--- config.mk ---
export PLATFORM = sky130hd
export DESIGN_NAME = i2s_frame_ctrl
export DESIGN_NICKNAME = d
export VERILOG_FILES = /design/src/rtl/i2s_pkg.sv /design/src/rtl/i2s_frame_counter.sv /design/src/rtl/i2s_frame_ctrl.sv
export SDC_FILE = /design/constraint.sdc
export NUM_CORES = 1
export LEC_CHECK = 0
export CORE_UTILIZATION = 35
export DETAILED_ROUTE_END_ITERATION = 8
export GPL_ROUTABILITY_DRIVEN = 0
export HOLD_SLACK_MARGIN = 0.02
export PLACE_DENSITY = 0.7
export SLEW_MARGIN = 20
export SYNTH_ARGS = -nofsm -noshare
export SYNTH_HDL_FRONTEND = slang
export SYNTH_SLANG_ARGS = --single-unit
--- constraint.sdc ---
create_clock -name sclk -period 4.1 [get_ports sclk]
set_clock_uncertainty 0.05 [all_clocks]
set_input_delay 1.025 -clock sclk [delete_from_list [all_inputs] [get_ports sclk]]
set_output_delay 1.025 -clock sclk [all_outputs]
set_load 0.02 [all_outputs]
--- src/rtl/i2s_pkg.sv ---
// Shared types and defaults for the I2S frame sequencer.
package i2s_pkg;

  localparam int DATA_W_DEF      = 16;
  localparam int BITS_PER_CH_DEF = 16;

  typedef enum logic [1:0] {
    IDLE = 2'd0,
    SYNC = 2'd1,
    RUN  = 2'd2
  } state_e;

  function automatic logic [7:0] sat_inc8(input logic [7:0] v);
    return (v == 8'hFF) ? v : v + 8'd1;
  endfunction

endpackage

--- src/rtl/i2s_frame_counter.sv ---
// Bit position within the stereo frame; derives lrclk, frame_start and frame_end.
module i2s_frame_counter #(
  parameter int BITS_PER_CH = 16
) (
  input  logic sclk,
  input  logic rst,
  input  logic run,
  output logic lrclk,
  output logic frame_start,
  output logic frame_end
);

  localparam int FRAME = 2 * BITS_PER_CH;
  localparam int CNT_W = (FRAME > 1) ? $clog2(FRAME) : 1;

  logic [CNT_W-1:0] bit_cnt_q, bit_cnt_d;
  logic             lrclk_q, lrclk_d;

  always_comb begin
    frame_end   = run && (bit_cnt_q == CNT_W'(FRAME - 1));
    frame_start = run && (bit_cnt_q == '0);
    bit_cnt_d   = '0;
    if (run && !frame_end) bit_cnt_d = bit_cnt_q + CNT_W'(1);
    // Registered so lrclk tracks the count it is stored alongside.
    lrclk_d = (bit_cnt_d >= CNT_W'(BITS_PER_CH));
  end

  always_ff @(posedge sclk) begin
    if (rst) begin
      bit_cnt_q <= '0;
      lrclk_q   <= 1'b0;
    end else begin
      bit_cnt_q <= bit_cnt_d;
      lrclk_q   <= lrclk_d;
    end
  end

  assign lrclk = lrclk_q;

endmodule

--- src/rtl/i2s_frame_ctrl.sv ---
// Frame sequencer between the I2S transceivers and the DSP.
// Optional: define I2S_STATUS_CNT_EN for saturating overrun/underrun event counters.
module i2s_frame_ctrl
  import i2s_pkg::*;
#(
  parameter int DATA_W      = DATA_W_DEF,
  parameter int BITS_PER_CH = BITS_PER_CH_DEF
) (
  input  logic              sclk,
  input  logic              rst,
  input  logic              enable,
  output logic              lrclk,
  output logic              frame_start,
  input  logic [DATA_W-1:0] rx_left_in,
  input  logic [DATA_W-1:0] rx_right_in,
  output logic              rx_valid,
  input  logic              rx_ready,
  output logic [DATA_W-1:0] rx_left,
  output logic [DATA_W-1:0] rx_right,
  input  logic              tx_valid,
  output logic              tx_ready,
  input  logic [DATA_W-1:0] tx_left_in,
  input  logic [DATA_W-1:0] tx_right_in,
  output logic [DATA_W-1:0] tx_left,
  output logic [DATA_W-1:0] tx_right,
  input  logic              clr_status,
  output logic              overrun,
  output logic              underrun
`ifdef I2S_STATUS_CNT_EN
  ,
  output logic [7:0]        ovr_cnt,
  output logic [7:0]        udr_cnt
`endif
);

  state_e            state_q, state_d;
  logic              frame_end;
  logic              hold_valid_q, hold_valid_d;
  logic [DATA_W-1:0] hold_left_q, hold_left_d, hold_right_q, hold_right_d;
  logic [DATA_W-1:0] tx_left_q, tx_left_d, tx_right_q, tx_right_d;
  logic              rx_valid_q, rx_valid_d;
  logic [DATA_W-1:0] rx_left_q, rx_left_d, rx_right_q, rx_right_d;
  logic              ovr_q, ovr_d, udr_q, udr_d;
  logic              ovr_evt, udr_evt;

  i2s_frame_counter #(.BITS_PER_CH(BITS_PER_CH)) u_cnt (
    .sclk        (sclk),
    .rst         (rst),
    .run         (state_q != IDLE),
    .lrclk       (lrclk),
    .frame_start (frame_start),
    .frame_end   (frame_end)
  );

  always_comb begin
    state_d      = state_q;
    hold_valid_d = hold_valid_q;
    hold_left_d  = hold_left_q;
    hold_right_d = hold_right_q;
    tx_left_d    = tx_left_q;
    tx_right_d   = tx_right_q;
    rx_valid_d   = rx_valid_q;
    rx_left_d    = rx_left_q;
    rx_right_d   = rx_right_q;
    ovr_evt      = 1'b0;
    udr_evt      = 1'b0;

    case (state_q)
      IDLE:    if (enable) state_d = SYNC;
      SYNC:    if (frame_end) state_d = enable ? RUN : IDLE;
      RUN:     if (frame_end && !enable) state_d = IDLE;
      default: state_d = IDLE;
    endcase

    if (rx_valid_q && rx_ready) rx_valid_d = 1'b0;
    // The SYNC frame is partial, so only RUN frames are captured.
    if (frame_end && state_q == RUN) begin
      rx_left_d  = rx_left_in;
      rx_right_d = rx_right_in;
      rx_valid_d = 1'b1;
      ovr_evt    = rx_valid_q && !rx_ready;
    end

    if (tx_valid && !hold_valid_q) begin
      hold_valid_d = 1'b1;
      hold_left_d  = tx_left_in;
      hold_right_d = tx_right_in;
    end
    if (frame_end) begin
      if (state_d == IDLE) begin
        tx_left_d  = '0;
        tx_right_d = '0;
      end else if (hold_valid_q) begin
        tx_left_d    = hold_left_q;
        tx_right_d   = hold_right_q;
        hold_valid_d = 1'b0;
      end else if (state_q == RUN) begin
        udr_evt = 1'b1;
      end
    end

    ovr_d = ovr_evt ? 1'b1 : (clr_status ? 1'b0 : ovr_q);
    udr_d = udr_evt ? 1'b1 : (clr_status ? 1'b0 : udr_q);
  end

  always_ff @(posedge sclk) begin
    if (rst) begin
      state_q      <= IDLE;
      hold_valid_q <= 1'b0;
      hold_left_q  <= '0;
      hold_right_q <= '0;
      tx_left_q    <= '0;
      tx_right_q   <= '0;
      rx_valid_q   <= 1'b0;
      rx_left_q    <= '0;
      rx_right_q   <= '0;
      ovr_q        <= 1'b0;
      udr_q        <= 1'b0;
    end else begin
      state_q      <= state_d;
      hold_valid_q <= hold_valid_d;
      hold_left_q  <= hold_left_d;
      hold_right_q <= hold_right_d;
      tx_left_q    <= tx_left_d;
      tx_right_q   <= tx_right_d;
      rx_valid_q   <= rx_valid_d;
      rx_left_q    <= rx_left_d;
      rx_right_q   <= rx_right_d;
      ovr_q        <= ovr_d;
      udr_q        <= udr_d;
    end
  end

`ifdef I2S_STATUS_CNT_EN
  logic [7:0] ovr_cnt_q, ovr_cnt_d, udr_cnt_q, udr_cnt_d;

  always_comb begin
    ovr_cnt_d = ovr_cnt_q;
    udr_cnt_d = udr_cnt_q;
    if (clr_status) begin
      ovr_cnt_d = ovr_evt ? 8'd1 : 8'd0;
      udr_cnt_d = udr_evt ? 8'd1 : 8'd0;
    end else begin
      if (ovr_evt) ovr_cnt_d = sat_inc8(ovr_cnt_q);
      if (udr_evt) udr_cnt_d = sat_inc8(udr_cnt_q);
    end
  end

  always_ff @(posedge sclk) begin
    if (rst) begin
      ovr_cnt_q <= 8'd0;
      udr_cnt_q <= 8'd0;
    end else begin
      ovr_cnt_q <= ovr_cnt_d;
      udr_cnt_q <= udr_cnt_d;
    end
  end

  assign ovr_cnt = ovr_cnt_q;
  assign udr_cnt = udr_cnt_q;
`endif

  assign tx_ready = !hold_valid_q;
  assign rx_valid = rx_valid_q;
  assign rx_left  = rx_left_q;
  assign rx_right = rx_right_q;
  assign tx_left  = tx_left_q;
  assign tx_right = tx_right_q;
  assign overrun  = ovr_q;
  assign underrun = udr_q;

endmodule

==> results.json <==
{
  "status": "completed",
  "fmax_mhz": 334.3,
  "ys_ff_latch": 107,
  "core_area_um2": 10940,
  "initial_core_util": 0.3636,
  "ios": 140,
  "pre_cts_slack_ps": 1304,
  "swShare": 0.2256,
  "hp-class": "flip-flop to flip-flop",
  "n_antenna_cell": 0,
  "drv_cap": 0,
  "synthFlopType": "dfxtp_1",
  "clock-sinks": 107,
  "yosysSeqAreaShare": 0.5387,
  "drive_gt1_frac": 0.06503,
  "worstPathMaxFanout": 7,
  "path_class": "flip-flop to output port",
  "required_ps": 3020,
  "grt_pass1_wl_mm": 15.21,
  "numCtsBuffers": 9,
  "track_usage": 0.1641,
  "total_power_mw": 2.018,
  "combPwrFrac": 0.072,
  "grt_overflow": 0,
  "wl_per_cell_um": 13.28,
  "num_vias": 3328,
  "synth-edff-count": 0,
  "power.density_nw_per_um2": 354.3,
  "layout_commonest_cell": "clkdlybuf4s50_1",
  "numPortBuffers": 139,
  "critPathArrivalTime_ps": 1920,
  "final_nets": 637,
  "n_fill_cell": 1034,
  "area_growth_pct": 43.27,
  "syn_inst": 444,
  "antenna_found_initial": 0,
  "p_seq_frac": 0.532,
  "root_buffer": "clkbuf_16",
  "power_switching_mw": 0.4554,
  "final_cell_mix": "clkdlybuf4s50_1 (138), nand2_1 (130), dfxtp_1 (107)",
  "h-tree-depth": 3,
  "hpwl_mm": 6.384,
  "multiInputGateArea_um2": 1658,
  "cts_resized": 0,
  "clkLatencyLatePin_ps": 330,
  "yosys_warnings": 0,
  "syn_nets": 517,
  "cts.path.max_buffers": 2,
  "power.ir.vdd_worst_mv": 0.2287,
  "ys_top_cells_by_area": "dfxtp_1 (54%), nand2_1 (12%), a21oi_1 (8.4%)",
  "end_kind": "output port",
  "tns_ps": 0,
  "worstMarginPinSlew_ps": 989.8,
  "wl_mm": 9.414,
  "leakage_nw": 1.970,
  "syn_avg_cell_area_um2": 8.956,
  "post-route-period-util": 0.7296,
  "hold_viol": 0,
  "route.detailed.drc": 0,
  "first_global_vias": 3246,
  "ys_async_sr_fraction": 0,
  "clkTransAtPathRegs_ps": 70,
  "postCtsSetupBuffers": 0,
  "p_int_mw": 1.563,
  "fin_ws_ps": 1109,
  "synth.cell_area_um2": 3976,
  "die_height_um": 108.6,
  "hold_buffers": 0,
  "yosysTopAreaCell": "dfxtp_1",
  "row_count": 38,
  "drtIter0Drc": 125,
  "worst_setup_path_start_kind": "flip-flop",
  "via_per_inst": 4.694,
  "synth_cell_types": 32,
  "setup_viol": 0,
  "fin_area_um2": 5697,
  "clockPowerShare": 0.396,
  "fin_crit_ps": 2991,
  "seqCellArea_um2": 2142,
  "slew_violations": 0,
  "ant_nets": 0,
  "die_area_um2": 11790,
  "cts_tree": "done",
  "rsz0062_at_grt": "false",
  "dr.pass1.iters": 6,
  "slew_headroom": 0.3402,
  "synth_top_area_share": 0.5387,
  "dpl-instance-area_um2": 5419,
  "grt_max_degree": 106,
  "die_width_um": 108.6
}
==> worst max-delay path, cell delays in order (launching register included) <==
cell	delay (ps)
dfxtp_1	470
nor2_1	160
nor4_1	290
clkdlybuf4s50_1	660
==> power by group through the flow <==
stage / Sequential, mW / Clock [mW] / Combinational (mW)
detailed placement: 1.10 / 0 / 0.147
global route: 1.08 / 0.861 / 0.160
finish: 1.07 / 0.798 / 0.146
CTS: 1.07 / 0.823 / 0.148
global placement: 1.10 / 0 / 0.143
floorplan: 1.09 / 0 / 0.0636
==> metrics by stage <==
stage | cells | utilization | hold WS, ps
after detailed placement | 693 | 0.4955 | 390.8
final | 709 | 0.5209 | 404.7
after CTS | 709 | 0.5208 | 406.7
after global routing | 709 | 0.5209 | 424.4
after floorplan | 444 | - | 380.0
after global placement | 693 | 0.4955 | 388.5
==> path summary, 6_finish.rpt <==
| path | cells after the start | startpoint | slack [ps] | end |
|---|---|---|---|---|
| worst min-delay path | 1 | hold_left_q[12]$_SDFFE_PP0P_ | 400 | tx_left[12]$_SDFFE_PP0P_ |
| worst max-delay path | 3 | state_q[0]$_SDFF_PP0_ | 1110 | frame_start |
| worst min register to register | 1 | hold_left_q[12]$_SDFFE_PP0P_ | 400 | tx_left[12]$_SDFFE_PP0P_ |
| worst max register to register | 7 | u_cnt.bit_cnt_q[0]$_SDFF_PP0_ | 1920 | tx_left[1]$_SDFFE_PP0P_ |
==> synth_stat cells, drive strengths merged (2+ instances only) <==
| cell | count |
|---|---|
| nand2 | 130 |
| dfxtp | 107 |
| a21oi | 67 |
| nand2b | 36 |
| o2bb2ai | 32 |
| clkbuf | 23 |
| buf | 12 |
| inv | 5 |
| nor2 | 5 |
| ha | 3 |
| nor2b | 3 |
| nor3 | 3 |
| and2 | 2 |
| xor2 | 2 |
==> final cells by class <==
class / instances / area share
repair buffers: 144 / 0.2504
clock buffers: 10 / 0.04019
clock inverters: 6 / 0.008346
inverters: 5 / 0.003295
well taps: 140 / 0.03075
multi-input cells: 297 / 0.2910
flip-flops and latches: 107 / 0.3760
==> logic make-up (layout without fill, tap and decap cells) <==
| kind of cell | count (synthesis) | in the layout | synth area share |
|---|---|---|---|
| AND/OR/NAND/NOR | 187 | 187 | 0.2133 |
| flip-flops | 107 | 107 | 0.5387 |
| AO/OA/AOI/OAI | 103 | 103 | 0.1794 |
| buffers and inverters | 40 | 165 | 0.04814 |
| adder cells (fa/ha/maj) | 3 | 3 | 0.009441 |
| XOR/XNOR | 3 | 3 | 0.008498 |
| multiplexers | 1 | 1 | 0.002517 |
==> state kept, by name, summed over array words and instances, names as in the netlist <==
register,cells
hold_left_q,16
hold_right_q,16
rx_left,16
rx_right,16
tx_left,16
tx_right,16
u_cnt.bit_cnt_q,5
state_q,2
hold_valid_q,1
overrun,1
rx_valid,1
underrun,1
==> per-layer routing <==
| layer | wire (um) | vias to the layer above | global-route usage |
|---|---|---|---|
| met5 | 0 | - | 0 |
| met4 | 46 | 0 | 0.04633 |
| met3 | 675 | 4 | 0.05666 |
| met2 | 4562 | 91 | 0.2825 |
| met1 | 4130 | 1528 | 0.1920 |
| li1 | - | 1705 | - |
(Power assumes the default switching activity.)
